<file path="src/rtl/fir_tap_loader.sv">
// fir_tap_loader: shadow tap bank that bursts its coefficients into a FIR and tracks settling
//   i_cfg_wr/i_cfg_addr/i_cfg_data : host writes into the shadow bank (dropped while busy -> o_cfg_drop)
//   i_load                         : commit the shadow bank to the FIR (ignored while busy)
//   o_tap_wr/o_tap                 : back-to-back tap burst, highest index first
//   i_ce/o_ce                      : sample strobe pass-through (gated during a burst with FIR_TAPLOAD_CE_GATE_EN)
//   o_busy/o_valid                 : burst in progress / FIR output reflects only the current taps
module fir_tap_loader #(
    parameter int NTAPS   = 16,
    parameter int LGNTAPS = 4,
    parameter int TW      = 12
) (
    input  logic               i_clk,
    input  logic               i_reset_n,
    input  logic               i_cfg_wr,
    input  logic [LGNTAPS-1:0] i_cfg_addr,
    input  logic [TW-1:0]      i_cfg_data,
    output logic               o_cfg_drop,
    input  logic               i_load,
    output logic               o_busy,
    input  logic               i_ce,
    output logic               o_ce,
    output logic               o_tap_wr,
    output logic [TW-1:0]      o_tap,
    output logic               o_valid
);
    typedef enum logic [1:0] {IDLE, LOAD, SETTLE} state_t;
    localparam logic [LGNTAPS:0] ONE  = (LGNTAPS+1)'(1);
    localparam logic [LGNTAPS:0] FULL = (LGNTAPS+1)'(NTAPS);
    state_t             state_q, state_d;
    logic [LGNTAPS:0]   idx_q, idx_d, settle_q, settle_d;
    logic [TW-1:0]      shadow_q [NTAPS];
    logic [TW-1:0]      tap_q, tap_d;
    logic               tap_wr_q, tap_wr_d, valid_q, valid_d, drop_q, drop_d;
    logic               busy, ce;
    logic [LGNTAPS-1:0] rd_addr;

    assign busy    = state_q == LOAD;
`ifdef FIR_TAPLOAD_CE_GATE_EN
    assign ce      = i_ce & ~busy;
`else
    assign ce      = i_ce;
`endif
    // idx counts 0..NTAPS; its low bits inverted give the descending read address
    assign rd_addr = ~idx_q[LGNTAPS-1:0];

    always_ff @(posedge i_clk)
        if (i_cfg_wr && !busy) shadow_q[i_cfg_addr] <= i_cfg_data;

    always_ff @(posedge i_clk)
        state_q <= !i_reset_n ? IDLE : state_d;

    always_comb begin
        state_d = state_q;
        case (state_q)
            IDLE:    state_d = i_load ? LOAD : IDLE;
            LOAD:    state_d = idx_q[LGNTAPS] ? SETTLE : LOAD;
            SETTLE:  state_d = i_load ? LOAD : (ce && settle_q == ONE) ? IDLE : SETTLE;
            default: state_d = IDLE;
        endcase
    end

    always_comb begin
        idx_d    = busy ? idx_q + ONE : idx_q;
        tap_wr_d = busy && !idx_q[LGNTAPS];
        tap_d    = tap_wr_d ? shadow_q[rd_addr] : tap_q;
        drop_d   = i_cfg_wr && busy;
        valid_d  = valid_q;
        settle_d = settle_q;
        if (state_d == LOAD && !busy) begin
            idx_d   = '0;
            valid_d = 1'b0;
        end
        if (busy && state_d == SETTLE) settle_d = FULL;
        else if (state_q == SETTLE && ce) settle_d = settle_q - ONE;
        if (state_q == SETTLE && state_d == IDLE) valid_d = 1'b1;
    end

    always_ff @(posedge i_clk) begin
        if (!i_reset_n) begin
            idx_q    <= '0;
            settle_q <= '0;
            tap_q    <= '0;
            tap_wr_q <= 1'b0;
            valid_q  <= 1'b0;
            drop_q   <= 1'b0;
        end else begin
            idx_q    <= idx_d;
            settle_q <= settle_d;
            tap_q    <= tap_d;
            tap_wr_q <= tap_wr_d;
            valid_q  <= valid_d;
            drop_q   <= drop_d;
        end
    end

    assign o_busy     = busy;
    assign o_ce       = ce;
    assign o_tap      = tap_q;
    assign o_tap_wr   = tap_wr_q;
    assign o_valid    = valid_q;
    assign o_cfg_drop = drop_q;
endmodule
</file>
<file path="config.mk">
export PLATFORM = sky130hd
export DESIGN_NAME = fir_tap_loader
export DESIGN_NICKNAME = d
export VERILOG_FILES = /design/src/rtl/fir_tap_loader.sv
export SDC_FILE = /design/constraint.sdc
export NUM_CORES = 1
export LEC_CHECK = 0
export ABC_AREA = 1
export CORE_MARGIN = 5
export CORE_UTILIZATION = 45
export CTS_CLUSTER_SIZE = 40
export DETAILED_ROUTE_END_ITERATION = 8
export PLACE_DENSITY = 0.6
export SLEW_MARGIN = 25
export SYNTH_ARGS = -nofsm -noshare
export SYNTH_HDL_FRONTEND = slang
export SYNTH_SLANG_ARGS = --single-unit
</file>
<file path="constraint.sdc">
create_clock -name i_clk -period 1.9 [get_ports i_clk]
set_clock_uncertainty 0.2 [all_clocks]
set_input_delay 0.475 -clock i_clk [delete_from_list [all_inputs] [get_ports i_clk]]
set_output_delay 0.475 -clock i_clk [all_outputs]
set_load 0.05 [all_outputs]
</file>
==> flow_metrics.tcl, run 1 <==
set metrics [dict create \
    synth-adder-area-share_pct 0.406 \
    crit_arrival_ns 1.30 \
    p_leak_nw 4.81 \
    synthMuxAreaShare_pct 0 \
    worst_hold_slack_ns 0.309 \
    violations "setup timing" \
    syn-cell-area_mm2 0.00924 \
    hold_buffers 0 \
    drtAntennaViolNets 0 \
    rows 52 \
    globalRoute.totalOverflow 0 \
    synthToLayoutAreaGrowth_pct 28.4 \
    clock_sinks 219 \
    whs_path_depth 1 \
    grt_max_degree 46 \
    period_share_pct 104 \
    syn_nets 919 \
    viasPerCell 4.96 \
    setup_viol_count_final 1 \
    initial_utilization_pct 45.6 \
    timing.rr.end "shadow_q[10][0]" \
    core_area_mm2 0.0202 \
    timing_worst_setup_path_type "reg2out" \
    synth-edff-count 192 \
    clockRootBuffer "clkbuf_16" \
    yosys_warnings 0 \
    cp_top_family "buffers and inverters" \
    critPathLaunch "state_q[1]" \
    fin_crit_ns 1.97 \
    r2r_setup_slack_ns 0.03 \
    drv_slew 0 \
    diodes 0 \
    grt_first_pass_wirelength_mm 34.3 \
    die_h_um 153 \
    cts_tree "done" \
    cellPowerDensity_mw_per_mm2 897 \
    h-tree-depth 1 \
    crit_required_ns 1.22 \
    max_freq_ghz 0.507 \
    outcome "finished with violations" \
    synth_top_family_by_area "simple AND/OR/NAND/NOR gates" \
    routed_wl_mm 22.6 \
    crit_path_end "o_busy" \
    worst_pin_slew_ns 0.453 \
    relSlewSlack_pct 69.7 \
    cp.buffers_inverters 4 \
    path_clk_slew_ns 0.06 \
    routabilityCongestion 0.830 \
    synth_compound_area_share_pct 2.90 \
    yosysSeqAreaShare_pct 68.3 \
    critPathMaxFanout 2 \
    drc 0 \
    synth_xor_area_share_pct 0.190 \
    numCtsBuffers 24 \
    crit_slowest_cell "dfxtp_2" \
    yosysUniqueCellTypes 28 \
    ys.flop_type "edfxtp_1" \
    io_buffers 37 \
    syn_area_per_cell_um2 10.3 \
    grt_pass1_vias 6088 \
    finalWorstSetupSlack_ns -0.0725 \
    ys_ff_latch 219 \
    cp_num_cells 5 \
    crit_chain "inv_2 -> nand2_4 -> clkinvlp_4 -> buf_6 -> buf_12" \
    rsz0062_at_grt "true" \
    cp-end-kind "output pin" \
    drive_above_1_share_pct 16.1 \
    fin_util_pct 58.6 \
    fill_cells 1682 \
    synth_simple_gate_area_share_pct 19.9 \
    synthCells 895 \
    hold_viol 0 \
    clk_latency_ns 0.53 \
    maxCapViolCount 0 \
    reg2reg_depth 9 \
    wire_per_inst_um 17.6 \
    dr.pass1.iters 5 \
    async_reset_ff_share_pct 0 \
    drt-initial-drc-count 576 \
    dp_hpwl_mm 14.9 \
    clock_path_buffers 3 \
    die_w_um 153 \
    max-vdd-ir-drop_mv 0.690 \
    vias 6354 \
    r2r-start "state_q[1]" \
    final_nets 1019 \
    grt_antenna_before_repair 1 \
    hold_path_class "reg2reg" \
    die_area_mm2 0.0235 \
    track_usage_pct 18.8 \
    crit_path_start_kind "flop" \
    io_pins 38 \
    slowest_delay_ns 0.33 \
]
## cell usage after synthesis (2+ instances only)
master | instances | area, um^2
nand2_1 | 250 | 938
edfxtp_1 | 192 | 5770
inv_1 | 142 | 533
nand3_1 | 137 | 686
nor2_1 | 36 | 135
a21oi_1 | 30 | 150
dfxtp_1 | 27 | 541
buf_2 | 18 | 90.1
o21ai_0 | 14 | 70.1
clkbuf_1 | 13 | 48.8
buf_6 | 5 | 56.3
buf_4 | 4 | 30.0
ha_1 | 3 | 37.5
nand4_1 | 3 | 18.8
nor3_1 | 3 | 15.0
inv_2 | 2 | 7.51
nor3b_1 | 2 | 15.0
o21a_1 | 2 | 15.0
o21ai_1 | 2 | 10.0
xor2_1 | 2 | 17.5
## worst min-delay path by stage
stage                      startpoint  slack, ns           to
final                     settle_q[1]       0.31  settle_q[1]
after CTS                 settle_q[1]       0.31  settle_q[1]
after detailed placement  settle_q[1]       0.29  settle_q[1]
after global routing          o_valid       0.34      o_valid
after global placement    settle_q[1]       0.28  settle_q[1]
after floorplan           settle_q[1]       0.26  settle_q[1]
## cell type report
class                           instances  area, um^2  share of cell area, %
Multi-Input combinational cell        491        2340                   19.7
Clock buffer                           27         612                   5.16
Clock inverter                         16         128                   1.08
Inverter                              144         547                   4.61
Sequential cell                       219        6310                   53.2
Tap cell                              270         338                   2.85
Timing Repair Buffer                  115        1580                   13.4
## sequential cells by signal (all words and copies together), names as in the netlist
name        flops
shadow_q      192
o_tap_wr        1
o_cfg_drop      1
o_valid         1
o_tap          12
settle_q        5
state_q         2
idx_q           5
## routing by layer
| layer | track usage [%] | wire [um] | vias up |
|---|---|---|---|
| met5 | 0 | 13 | - |
| met4 | 5.26 | 638 | 2 |
| met3 | 2.69 | 1420 | 42 |
| met2 | 31.4 | 10800 | 200 |
| met1 | 25.8 | 9710 | 2972 |
| li1 | - | - | 3138 |
## placed cells by master (no fill, tap or decap), drive strengths merged, types with 4 or more instances in the layout
cell	instances
clkinv	12
clkdlybuf4s50	19
nand2	251
clkbuf	28
a21oi	30
buf	94
clkinvlp	4
nor2	38
o21ai	16
edfxtp	192
nand3	137
dfxtp	27
inv	143
## metrics by stage
stage / setup slack (ns) / area [um^2] / setup TNS (ns) / instances / power [mW]
after global routing: -0.0955 / 11900 / -0.207 / 1282 / 11.0
after CTS: -0.0742 / 11800 / -0.0742 / 1279 / 10.7
final: -0.0725 / 11900 / -0.0725 / 1282 / 10.6
after floorplan: -0.174 / 9410 / -25.81 / 895 / 5.87
after global placement: -0.315 / 11000 / -51.46 / 1233 / 6.40
after detailed placement: -0.333 / 11000 / -54.17 / 1233 / 6.40
## kinds of logic (layout without fill, tap and decap cells)
| kind of cell | after synthesis | count (layout) |
|---|---|---|
| AND/OR/NAND/NOR | 435 | 435 |
| flip-flops | 219 | 219 |
| buffers and inverters | 185 | 302 |
| AO/OA/AOI/OAI | 51 | 51 |
| adder cells (fa/ha/maj) | 3 | 3 |
| XOR/XNOR | 2 | 2 |
## repair_timing
| action | 4_1_cts | 5_1_grt |
|---|---|---|
| setup buffers | 3 | 2 |
| hold endpoints to repair | 0 | 0 |
| gates resized for setup | 3 | 3 |
| endpoints found under the setup margin | 2 | 28 |
| cloned | 0 | 1 |
| pin swaps | 0 | 4 |
## power by group
group	switching, mW	total (mW)	internal, mW
Combinational	0.572	0.972	0.401
Clock	1.85	4.32	2.46
Sequential	0.0467	5.35	5.30
Total	2.47	10.6	8.17
## worst register-to-register path: cells and delay by family (launching register included)
family	cells	cell delay, ns
simple gates	4	0.47
buf+inv	5	0.56
flops	1	0.33
Note: power is estimated with default switching activity, not from simulation.
==> run 2: changes to the inputs <==
- ABC_AREA: 1 -> not set
- PLACE_DENSITY: 0.6 -> 0.61
==> run 2 against run 1 <==
Effect of this change:
- the run still ends with setup timing left
- cell area shrank 9.0%
- utilization down 0.94 points
- sequential power hardly changed
- die area down 7.1%
- sequential share of layout area increased by 5.3 points
- largest cell class unchanged
==> flow_metrics.tcl, run 2 <==
set metrics [dict create \
    clock_sinks 219 \
    worst_pin_slew_ns 0.534 \
    grt_pass1_vias 4665 \
    vias 4502 \
    track_usage_pct 16.3 \
    finalWorstSetupSlack_ns -0.0424 \
    routabilityCongestion 0.779 \
    r2r-start "state_q[1]" \
    final_nets 598 \
    h-tree-depth 1 \
    placed_cells 774 \
    numCtsBuffers 23 \
    crit_path_start_kind "flop" \
    max_freq_ghz 0.515 \
    syn_area_per_cell_um2 18.2 \
    async_reset_ff_share_pct 0 \
    comb_power_share_pct 7.9 \
    crit_slowest_cell "dfxtp_2" \
    setup_viol_count_final 13 \
    die_area_mm2 0.0218 \
    layout_commonest_cell "edfxtp_1" \
    fin_util_pct 57.7 \
    ys.flop_type "edfxtp_1" \
    fin_crit_ns 1.94 \
    crit_path_end "o_busy" \
    grt_first_pass_wirelength_mm 27.2 \
    core_area_mm2 0.0187 \
    globalRoute.totalOverflow 0 \
    r2r_setup_slack_ns -0.02 \
    max-vdd-ir-drop_mv 0.823 \
    reg2reg_depth 5 \
    outcome "finished with violations" \
    viasPerCell 5.46 \
    largest_register_ff_count 192 \
    die_w_um 148 \
    drive_above_1_share_pct 31.5 \
    io_buffers 37 \
    synthCells 468 \
    timing_worst_setup_path_type "reg2out" \
    wire_per_inst_um 21.5 \
    layout_common_cells "edfxtp_1, buf_4, mux2i_1" \
    die_h_um 148 \
    violations "setup timing" \
    clockRootBuffer "clkbuf_16" \
    critPathLaunch "state_q[1]" \
    cts_tree "done" \
    crit_arrival_ns 1.27 \
    period_share_pct 102 \
    largest_register "shadow_q" \
    diodes 0 \
    routed_wl_mm 17.7 \
    final_cells 825 \
    cp-end-kind "output pin" \
    slowest_delay_ns 0.33 \
    ys_ff_latch 219 \
    synthToLayoutAreaGrowth_pct 26.4 \
    synth_common_cells "edfxtp_1, mux2i_1, dfxtp_1" \
    syn-cell-area_mm2 0.00853 \
    p_clk_share_pct 40.7 \
    maxCapViolCount 0 \
    syn_nets 492 \
    register_area_mm2 0.00631 \
    rows 50 \
    initial_utilization_pct 45.6 \
    drv_slew 0 \
    drc 0 \
    switching_share_pct 20.8 \
    synth_top_cell_area_share_pct 67.6 \
    fill_cells 1390 \
    dr.pass1.iters 4 \
    power_frac_seq_pct 51.4 \
    synth_area_leader_cell "edfxtp_1" \
    crit_chain "nand2b_4 -> inv_8 -> buf_8 -> buf_12" \
    clk_latency_ns 0.50 \
    drt-initial-drc-count 273 \
    synth-edff-count 192 \
    p_leak_nw 3.51 \
    relSlewSlack_pct 64.3 \
    rsz0062_at_grt "true" \
    clock_path_buffers 3 \
    dp_hpwl_mm 12.0 \
    yosysUniqueCellTypes 43 \
    crit_required_ns 1.22 \
    yosysSeqAreaShare_pct 73.9 \
    synth_area_leaders "edfxtp_1, dfxtp_1, mux4_2" \
    hold_path_class "reg2reg" \
    power.internal_mw 8.24 \
    multi_input_area_mm2 0.00216 \
    synth_most_common_cell "edfxtp_1" \
    io_pins 38 \
    grt_max_degree 31 \
    critPathMaxFanout 2 \
    grt_antenna_before_repair 0 \
    path_clk_slew_ns 0.06 \
    timing.rr.end "shadow_q[0][7]" \
    cellPowerDensity_mw_per_mm2 965 \
    drtAntennaViolNets 0 \
    hold_viol 0 \
    yosys_warnings 0 \
    p_switching_mw 2.16 \
]
-- run 2: repair_timing --
action	in CTS	in global routing
gates resized for setup	12	13
gates cloned	0	1
buffers inserted	1	7
hold buffers	0	0
pin swaps	2	1
endpoints found under the setup margin	60	105
-- run 2: metal layers --
metal | wire (um) | vias up | GRT usage [%] | part of all wire (%)
met5 | 0 | - | 0 | 0
met4 | 159 | 0 | 3.12 | 0.90
met3 | 677 | 12 | 2.67 | 3.8
met2 | 9160 | 78 | 28.6 | 52
met1 | 7720 | 2321 | 21.9 | 44
li1 | - | 2091 | - | -
-- run 2: cell type report --
class	instances	share of cell area, %
timing repair buffer	106	11.7
inverter	5	0.244
clock inverter	9	0.719
multi-input combinational	219	20.0
sequential	219	58.5
tap	234	2.71
clock buffer	33	6.07
-- run 2: power groups by stage --
| stage | clock, mW | sequential, mW | combinational, mW |
|---|---|---|---|
| after CTS | 4.31 | 5.35 | 0.800 |
| after global placement | 0 | 5.45 | 0.779 |
| after global routing | 4.53 | 5.35 | 0.872 |
| final | 4.24 | 5.35 | 0.823 |
| after detailed placement | 0 | 5.45 | 0.787 |
| after floorplan | 0 | 5.51 | 0.316 |
-- run 2: logic make-up (layout without fill, tap and decap cells) --
family	Yosys count	count (layout)	share of synthesized area, %
buffers and inverters	30	153	2.26
DFF	219	219	73.9
adders and majority gates	3	3	0.440
AOI/OAI and AO/OA	66	66	6.39
xor gates and xnor gates	8	8	0.821
muxes	72	72	12.2
and+or+nand+nor	70	70	3.94
-- run 2: worst max-delay path, delay by kind of cell (launching register included) --
kind | cells | cell delay, ns
and+or+nand+nor | 1 | 0.15
DFF | 1 | 0.33
buffers and inverters | 3 | 0.29
-- run 2: how the worst min path moves through the flow --
| stage | from | to | slack (ns) | cells past startpoint |
|---|---|---|---|---|
| global placement | settle_q[3] | settle_q[3] | 0.30 | 2 |
| CTS | settle_q[3] | settle_q[3] | 0.32 | 2 |
| floorplan | settle_q[3] | settle_q[3] | 0.28 | 2 |
| global route | settle_q[3] | settle_q[3] | 0.37 | 2 |
| detailed placement | settle_q[3] | settle_q[3] | 0.31 | 2 |
| finish | settle_q[3] | settle_q[3] | 0.32 | 2 |
-- run 2: per-stage QoR --
stage	setup WS (ns)	hold slack (ns)	power, mW	setup TNS, ns	cell area [um^2]
floorplan	-0.239	0.280	5.83	-4.17	8600
global placement	-0.671	0.296	6.23	-83.40	9850
detailed placement	-0.700	0.307	6.24	-90.48	9860
CTS	-0.0672	0.322	10.5	-0.450	10600
global route	-0.0936	0.368	10.7	-2.02	10800
finish	-0.0424	0.324	10.4	-0.344	10800
